[config.mk]
export PLATFORM = sky130hd
export DESIGN_NAME = mem_access
export DESIGN_NICKNAME = d
export VERILOG_FILES = /design/src/rtl/mem_access_pkg.sv /design/src/rtl/mem_access_load_align.sv /design/src/rtl/mem_access.sv
export SDC_FILE = /design/constraint.sdc
export NUM_CORES = 1
export LEC_CHECK = 0
export CORE_MARGIN = 5
export CORE_UTILIZATION = 42
export CTS_CLUSTER_DIAMETER = 120
export DETAILED_ROUTE_END_ITERATION = 12
export PLACE_DENSITY_LB_ADDON = 0.2
export SLEW_MARGIN = 10
export SYNTH_ARGS = -nofsm -noshare
export SYNTH_HDL_FRONTEND = slang
export SYNTH_HIERARCHICAL = 1
export SYNTH_SLANG_ARGS = --single-unit
export TNS_END_PERCENT = 5
[constraint.sdc]
create_clock -name clk -period 2.5 [get_ports clk]
set_input_delay 0.5 -clock clk [delete_from_list [all_inputs] [get_ports clk]]
set_output_delay 0.5 -clock clk [all_outputs]
set_load 0.05 [all_outputs]
[src/rtl/mem_access_pkg.sv]
// Shared defines for the memory-access stage: bus widths, reset/write constants,
// mem_op and FSM encodings, plus small op-decode helpers.
package mem_access_pkg;

  localparam int          RegBus       = 32;
  localparam int          RegAddrBus   = 5;
  localparam logic [31:0] ZeroWord     = 32'h0000_0000;
  localparam logic [4:0]  NOPRegAddr   = 5'b00000;
  localparam logic        RstEnable    = 1'b1;
  localparam logic        WriteDisable = 1'b0;

  typedef enum logic [2:0] {
    OP_NONE = 3'd0,
    OP_LW   = 3'd1,
    OP_LB   = 3'd2,
    OP_LBU  = 3'd3,
    OP_SW   = 3'd4,
    OP_SB   = 3'd5
  } mem_op_e;

  typedef enum logic [1:0] {
    ST_IDLE = 2'd0,
    ST_BUSY = 2'd1,
    ST_DONE = 2'd2
  } state_e;

  // Encodings 6-7 fall outside LW..SB and decode as NONE.
  function automatic logic is_mem_op(input logic [2:0] op);
    return (op >= 3'(OP_LW)) && (op <= 3'(OP_SB));
  endfunction

  function automatic logic is_load(input mem_op_e op);
    return (op == OP_LW) || (op == OP_LB) || (op == OP_LBU);
  endfunction

  function automatic logic is_store(input mem_op_e op);
    return (op == OP_SW) || (op == OP_SB);
  endfunction

  // Big-endian lane numbering: lane 0 is the most significant byte.
  function automatic logic [3:0] lane_sel(input logic [1:0] lane);
    return 4'b1000 >> lane;
  endfunction

endpackage

[src/rtl/mem_access_load_align.sv]
// Combinational load formatter: picks the addressed big-endian byte lane and
// sign- or zero-extends it; LW passes the full word through.
module load_align
  import mem_access_pkg::*;
(
  input  mem_op_e             op,
  input  logic [1:0]          lane,
  input  logic [RegBus-1:0]   rdata,
  output logic [RegBus-1:0]   data
);

  logic [7:0] sel_byte;

  always_comb begin
    case (lane)
      2'd0:    sel_byte = rdata[31:24];
      2'd1:    sel_byte = rdata[23:16];
      2'd2:    sel_byte = rdata[15:8];
      default: sel_byte = rdata[7:0];
    endcase
  end

  always_comb begin
    case (op)
      OP_LB:   data = {{24{sel_byte[7]}}, sel_byte};
      OP_LBU:  data = {24'h000000, sel_byte};
      default: data = rdata;
    endcase
  end

endmodule

[src/rtl/mem_access.sv]
// Memory-access stage: IDLE/BUSY/DONE bus master with watchdog timeout.
// Optional macro MEM_ALIGN_CHECK_EN rejects misaligned LW/SW without a bus cycle.
module mem_access
  import mem_access_pkg::*;
#(
  parameter int TIMEOUT = 255
) (
  input  logic                  clk,
  input  logic                  rst,
  input  logic [RegBus-1:0]     wdata,
  input  logic [RegAddrBus-1:0] waddr,
  input  logic                  wr_en,
  input  logic [2:0]            mem_op,
  input  logic [31:0]           mem_addr,
  input  logic [31:0]           mem_sdata,
  output logic                  bus_req,
  output logic                  bus_we,
  output logic [31:0]           bus_addr,
  output logic [31:0]           bus_wdata,
  output logic [3:0]            bus_sel,
  input  logic [31:0]           bus_rdata,
  input  logic                  bus_ack,
  output logic [RegBus-1:0]     wb_wdata,
  output logic [RegAddrBus-1:0] wb_waddr,
  output logic                  wb_wr_en,
  output logic                  stall_req,
  output logic                  bus_err
);

  localparam int CW = $clog2(TIMEOUT + 1);

  state_e          state;
  mem_op_e         op_in, op_q;
  logic [1:0]      lane_q;
  logic            err_q;
  logic [CW-1:0]   cnt;
  logic [RegBus-1:0] load_data, aligned;

  assign op_in = mem_op_e'(mem_op);

  load_align u_load_align (
    .op    (op_q),
    .lane  (lane_q),
    .rdata (bus_rdata),
    .data  (aligned)
  );

  always_ff @(posedge clk) begin
    if (rst == RstEnable) begin
      state     <= ST_IDLE;
      op_q      <= OP_NONE;
      lane_q    <= 2'd0;
      err_q     <= 1'b0;
      cnt       <= '0;
      load_data <= ZeroWord;
      bus_req   <= 1'b0;
      bus_we    <= 1'b0;
      bus_addr  <= 32'h0;
      bus_wdata <= 32'h0;
      bus_sel   <= 4'h0;
      bus_err   <= 1'b0;
    end else begin
      bus_err <= 1'b0;
      case (state)
        ST_IDLE: begin
          if (is_mem_op(mem_op)) begin
            op_q      <= op_in;
            lane_q    <= mem_addr[1:0];
            err_q     <= 1'b0;
            cnt       <= '0;
            load_data <= ZeroWord;
            bus_addr  <= {mem_addr[31:2], 2'b00};
            case (op_in)
              OP_SW:   begin bus_sel <= 4'b1111;                bus_wdata <= mem_sdata; end
              OP_SB:   begin bus_sel <= lane_sel(mem_addr[1:0]); bus_wdata <= {4{mem_sdata[7:0]}}; end
              OP_LW:   begin bus_sel <= 4'b1111;                bus_wdata <= 32'h0; end
              default: begin bus_sel <= lane_sel(mem_addr[1:0]); bus_wdata <= 32'h0; end
            endcase
`ifdef MEM_ALIGN_CHECK_EN
            if ((op_in == OP_LW || op_in == OP_SW) && mem_addr[1:0] != 2'b00) begin
              state   <= ST_DONE;
              err_q   <= 1'b1;
              bus_err <= 1'b1;
            end else
`endif
            begin
              state   <= ST_BUSY;
              bus_req <= 1'b1;
              bus_we  <= is_store(op_in);
            end
          end
        end
        ST_BUSY: begin
          if (bus_ack) begin
            load_data <= aligned;
            state     <= ST_DONE;
            bus_req   <= 1'b0;
            bus_we    <= 1'b0;
          end else if (cnt == CW'(TIMEOUT - 1)) begin
            // Watchdog expiry: abandon the access and suppress writeback.
            err_q   <= 1'b1;
            bus_err <= 1'b1;
            state   <= ST_DONE;
            bus_req <= 1'b0;
            bus_we  <= 1'b0;
          end else begin
            cnt <= cnt + 1'b1;
          end
        end
        ST_DONE: state <= ST_IDLE;
        default: state <= ST_IDLE;
      endcase
    end
  end

  // Writeback path is a bubble while stalled; non-memory ops bypass with zero latency.
  always_comb begin
    wb_wdata  = ZeroWord;
    wb_waddr  = NOPRegAddr;
    wb_wr_en  = WriteDisable;
    stall_req = 1'b0;
    if (rst != RstEnable) begin
      case (state)
        ST_IDLE: begin
          if (is_mem_op(mem_op)) begin
            stall_req = 1'b1;
          end else begin
            wb_wdata = wdata;
            wb_waddr = waddr;
            wb_wr_en = wr_en;
          end
        end
        ST_BUSY: stall_req = 1'b1;
        ST_DONE: begin
          wb_wdata = is_load(op_q) ? load_data : wdata;
          wb_waddr = waddr;
          wb_wr_en = wr_en & ~err_q;
        end
        default: ;
      endcase
    end
  end

endmodule

Yosys cells after proc, flatten, opt, wreduce, memory -nomap -nowiden --
Cells that the tools add are included.
Word-level totals: register bits after elaboration 117, output and inout bits 110, word-level logic and storage cells 90
Operators by class: $add $sub $neg 1, order comparisons 2, eq/ne operators 17, shifts and indexed selects 1, muxes and demuxes 39, bitwise gates (word level) 3, reduce and logical (&&, ||, !) cells 15
Operators with widths (number):
- 32-bit case mux with 2 select lines | 4
- 32-bit 2-to-1 mux | 5
- 8-bit 2-to-1 mux | 3
- 8-bit case mux with 3 select lines | 1
- 8-bit case mux with 2 select lines | 1
- 1-bit 2-to-1 mux | 12
- 5-bit 2-to-1 mux | 2
- 2-bit inequality test (second input constant) | 5
- 1-bit case mux with 2 select lines | 5
- 5-bit case mux with 2 select lines | 1
- 8-bit by 1-bit adder with 8-bit output (second input constant) | 1
- 8-bit equality test (second input constant) | 1
- 4-bit AND reduction | 2
- 3-bit by 1-bit equality test with 1-bit output (second input constant) | 2
- 3-bit by 2-bit equality test with 1-bit output (second input constant) | 2
- 3-bit equality test (second input constant) | 2
- 2-bit 2-to-1 mux | 3
- 3-bit AND reduction | 2
- 2-bit by 1-bit equality test with 1-bit output (second input constant) | 2
- 2-bit equality test (second input constant) | 2
- 2-bit zero test | 2
- 4-bit 2-to-1 mux | 1
- 2-bit case mux with 2 select lines | 1
- 2-bit AND reduction | 2
- other kinds (11) | 14

Longest topological paths before layout --
word-level depth 6, gate-level depth with buffers 7, depth with buffers taken out 6

Cells and area by module --
Netlist, hierarchy kept.
By module, submodules not included:
- mem_access | instances 1, cells an instance 577, area an instance 4859.7 um2
- load_align | instances 1, cells an instance 113, area an instance 674.4 um2

Worst setup path after synthesis --
Ideal clock, no wire load.
path type input-to-output, start input port rst, end output port wb_wdata[10], data arrival time 2066 ps, required time 2000 ps, setup slack -66 ps, stages on the path 5, path buffers 2, path through clkbuf_1 or2_2 nor4_1 buf_2 a22o_1
Between the ends: word-level cells in the longest chain between the ends 1
RTL lines:
- start: declaration | RTL line mem_access.sv:9 | input logic rst,
- 32-bit 2-to-1 mux | RTL line mem_access.sv:122 | if (rst != RstEnable) begin
- end: declaration | RTL line mem_access.sv:23 | output logic [RegBus-1:0] wb_wdata,
No other way between the ends.

Worst setup path after layout --
start input port mem_op[0], end output port wb_wdata[25]
Between the ends: word-level cells in the longest chain between the ends 5, elaborated cells between the ends (all ways) 6, classes of those cells order compare: 2; mux: 3; reduce/logical: 1
RTL lines:
- start: declaration | RTL line mem_access.sv:13 | input logic [2:0] mem_op,
- 3-bit by 1-bit >= comparator with 1-bit output / 3-bit less-or-equal comparator (equally long branches) | RTL line mem_access_pkg.sv:29 | return (op >= 3'(OP_LW)) && (op <= 3'(OP_SB));
- 1-bit logical AND (*) | RTL line mem_access_pkg.sv:29
- 32-bit 2-to-1 mux (*) | RTL line mem_access.sv:125 | if (is_mem_op(mem_op)) begin
- 32-bit case mux with 2 select lines (*) | RTL line mem_access.sv:123 | case (state)
- 32-bit 2-to-1 mux (*) | RTL line mem_access.sv:122
Every way passes the cells marked *; elsewhere a longest branch is shown, timed or not.

==> flow_summary_export.csv <==
group,metric,value,unit
timing,hold_viol_final,0,
timing,tightest_slew,0.844,ns
timing,maxSlewViolCount,0,
synth,synth_common_cells,"137 x nand2_1, 117 x dfxtp_1, 77 x a21oi_1, 43 x a22o_1, 42 x clkbuf_1",
place,pre_cts_ws,-0.253,ns
floorplan,die_h,125,µm
floorplan,core,0.0131,mm²
final_layout,fill_cells,933,
clock_tree,cts_tree,"yes",
synth,ys_warn_count,6,
power_and_ir_drop,switchingPower,0.00175,W
floorplan,io_pins,250,
worst_setup_path,max_stage_delay,0.27,ns
synth,ys_seq_elements,117,
route,drtAntennaViolNets,0,
power_and_ir_drop,switching_share,0.284,
worst_setup_path,crit_buf_inv,4,
floorplan,dieArea,0.0156,mm²
timing,period_share,0.972,
worst_setup_path,worst-path-max-fanout,16,
route,dr.pass1.iters,6,
clock_tree,numCtsBuffers,17,
worst_setup_path,critPathCaptureType,"primary output",
floorplan,rows,42,
power_and_ir_drop,seqPwrFrac,0.328,
synth,synth_edf_count,0,
worst_setup_path,cp_top_family,"buffers and inverters",
route,finalWirelength,20700,µm
floorplan,die_w,125,µm
timing,finalSetupViolations,0,
place,dp_hpwl,14200,µm
final_layout,synthToLayoutAreaGrowth,75.5,%
route,drtIter0Drc,780,
route,wl_met3,1810,µm
synth,synthArstFlopShare,0,
worst_setup_path,cp_cell_sequence,"dlygate4sd2_1 > nor3_4 > o21ai_4 > a21oi_4 > buf_4 > buf_16 > a22o_1 > buf_12",
worst_setup_path,crit_arrival,1.93,ns
final_layout,drive_gt1_frac,0.175,
worst_setup_path,cp_data_required_time,2.00,ns
clock_tree,clk_pin_slew,0.06,ns
clock_tree,root_buffer,"clkbuf_16",
timing,rsz0062_at_grt,"true",
global_route,antenna_found_initial,0,
route,wl_per_cell,18.4,µm
power_and_ir_drop,clkPwrFrac,0.433,
route,highest_layer,"met4",
synth,yosysMostFrequentCell,"nand2_1",
outcome,status,"finished, final reports clean",
place,port_buffers,247,
power_and_ir_drop,pwr-share-comb,0.239,
clock_tree,clockBufferDepth,2,
worst_setup_path,slowest_stage,"dlygate4sd2_1",
power_and_ir_drop,power.static_leakage,3.67,nW
timing,period_minus_slack,2.43,ns
power_and_ir_drop,vdd_ir_drop_max,419,µV
route,vias,6331,
final_layout,diodes,0,
clock_tree,cts_max_level,4,
final_layout,finalNetCount,1078,
place,place.gp.congestion,0.933,
synth,syn_area_per_cell,8.02,µm²
synth,yosysTopAreaCell,"dfxtp_1",
min_path,worst_hold_path_type,"reg2reg",
synth,synth_area_leaders,"dfxtp_1 42%, nand2_1 9.3%, a21oi_1 7.0%",
timing,relSlewSlack,0.435,
power_and_ir_drop,intPower,0.00441,W
clock_tree,clk_latency,0.40,ns
flow_run,cap_violations,0,
synth,ys_seq_area_frac,0.423,
global_route,grt_pass1_vias,6238,
floorplan,initial_core_util,0.423,
final_layout,final_util,0.742,
worst_setup_path,crit_path_start_kind,"primary input",
route,via_per_inst,5.63,
synth,postSynthCellCount,690,
route,wl_met2,10000,µm
timing,timing.hold.ws,0.452,ns
timing,clock-skew-final,0.00511,ns
route,met1_length,8150,µm
synth,synth.top_cell.area_share,0.423,
global_route,grt_max_degree,78,
synth,ys.flop_type,"dfxtp_1",
global_route,overflow,0,
global_route,grt_pass1_wl,32900,µm
synth,syn_area,0.00553,mm²
timing,fin_ws,0.0690,ns
timing,max_freq,0.411,GHz
worst_setup_path,r2r_setup_slack,0.43,ns
worst_setup_path,critPathKind,"in2out",
synth,ys_types,54,
power_and_ir_drop,power.density,635,mW/mm²
timing,finalSetupTns,0,ns
route,drc,0,
global_route,grt_usage,0.257,
clock_tree,numClockSinks,117,
==> per-layer routing <==
metal,global-route usage,vias to the layer above
met3,0.0858,55
met2,0.435,334
li1,-,2976
met4,0.0974,0
met1,0.301,2966
met5,0,-
==> power groups by stage <==
stage	logic (W)	registers [W]	clock network, W
after floorplan	0.000566	0.00226	0
after global placement	0.00137	0.00205	0
after detailed placement	0.00140	0.00206	0
after CTS	0.00146	0.00202	0.00271
after global routing	0.00156	0.00203	0.00281
final	0.00148	0.00202	0.00267
==> cell families (layout without fill, tap and decap cells) <==
family          count (synthesis)  in the layout  share of synthesized area
simple gates                  267            267                      0.220
compound gates                230            230                      0.287
flops                         117            117                      0.423
buf+inv                        69            327                     0.0567
xor+xnor                        3              3                    0.00475
fa+ha+maj                       2              2                    0.00452
other cells                     1              2                   0.000678
mux                             1              1                    0.00271
==> through the flow <==
stage          std cells  cell area (µm²)  total power [W]
2_1_floorplan        691             5540          0.00282
3_3_place_gp        1078             8610          0.00343
3_5_place_dp        1078             8610          0.00345
4_1_cts             1122             9590          0.00618
5_1_grt             1125             9710          0.00640
6_report            1125             9710          0.00617
==> worst min-delay path: cells and delay by family, from the launching register on <==
family             cells  cell delay, ns
and+or+nand+nor        1            0.05
DFF                    1            0.30
AOI/OAI and AO/OA      1            0.05
==> cell type report <==
| cell class | count | area, µm² | share of cell area |
|---|---|---|---|
| Timing Repair Buffer | 291 | 3300 | 0.340 |
| Tap cell | 176 | 220 | 0.0227 |
| Sequential cell | 117 | 2350 | 0.242 |
| Clock buffer | 20 | 457 | 0.0470 |
| Clock inverter | 12 | 200 | 0.0206 |
| Multi-Input combinational cell | 505 | 3170 | 0.327 |
| Inverter | 4 | 15.0 | 0.00155 |
==> path summary, 6_finish.rpt <==
kind / end / from / depth (start not counted)
setup / recovery: wb_wdata[25] / mem_op[0] / 8
hold / removal: bus_addr[13]$_SDFFE_PP0P_ / bus_addr[13]$_SDFFE_PP0P_ / 2
setup reg to reg: load_data[1]$_SDFFE_PP0P_ / op_q[2]$_SDFFE_PP0P_ / 5
hold reg to reg: bus_addr[13]$_SDFFE_PP0P_ / bus_addr[13]$_SDFFE_PP0P_ / 2
==> cells in the final DEF (no fill, tap or decap), drive strengths merged, types with 2 or more instances in the layout <==
cell type      synthesis  routed
nand3                 41      41
or3                    2       2
and2                   7       7
inv                    4       5
nor4                   3       3
nor2                  34      34
ha                     2       2
a21oi                 78      78
nor3                   5       5
dfxtp                117     117
a31oi                  5       5
o21ai                 28      28
clkdlybuf4s50          0     204
o22ai                  2       2
buf                   23      83
a22oi                 33      33
conb                   1       2
clkinv                 0       3
nand2                137     137
bufinv                 0       5
a311oi                 2       2
o2bb2ai               13      13
and3                   3       3
dlygate4sd2            0       2
a2111oi                8       8
nand3b                 2       2
o31ai                  7       7
clkinvlp               0       3
a22o                  43      43
a211oi                 7       7
xnor2                  3       3
nor2b                  8       8
nor4b                  2       2
nand2b                12      12
nor3b                  2       2
or4                    2       2
clkbuf                42      20
==> flip-flops by register name, summed over array words and instances, names as in the netlist, 2 cells and up <==
register and count:
bus_wdata 32, load_data 32, bus_addr 30, cnt 8, bus_sel 4, op_q 3, lane_q 2, state 2
==> repair_timing <==
item	4_1_cts	5_1_grt
resized for setup	32	16
endpoints found under the setup margin	39	32
buffers inserted	8	3
pin swaps	22	4
gates cloned	4	0
hold buffers	0	0
Power figures use the tool's default switching activity.
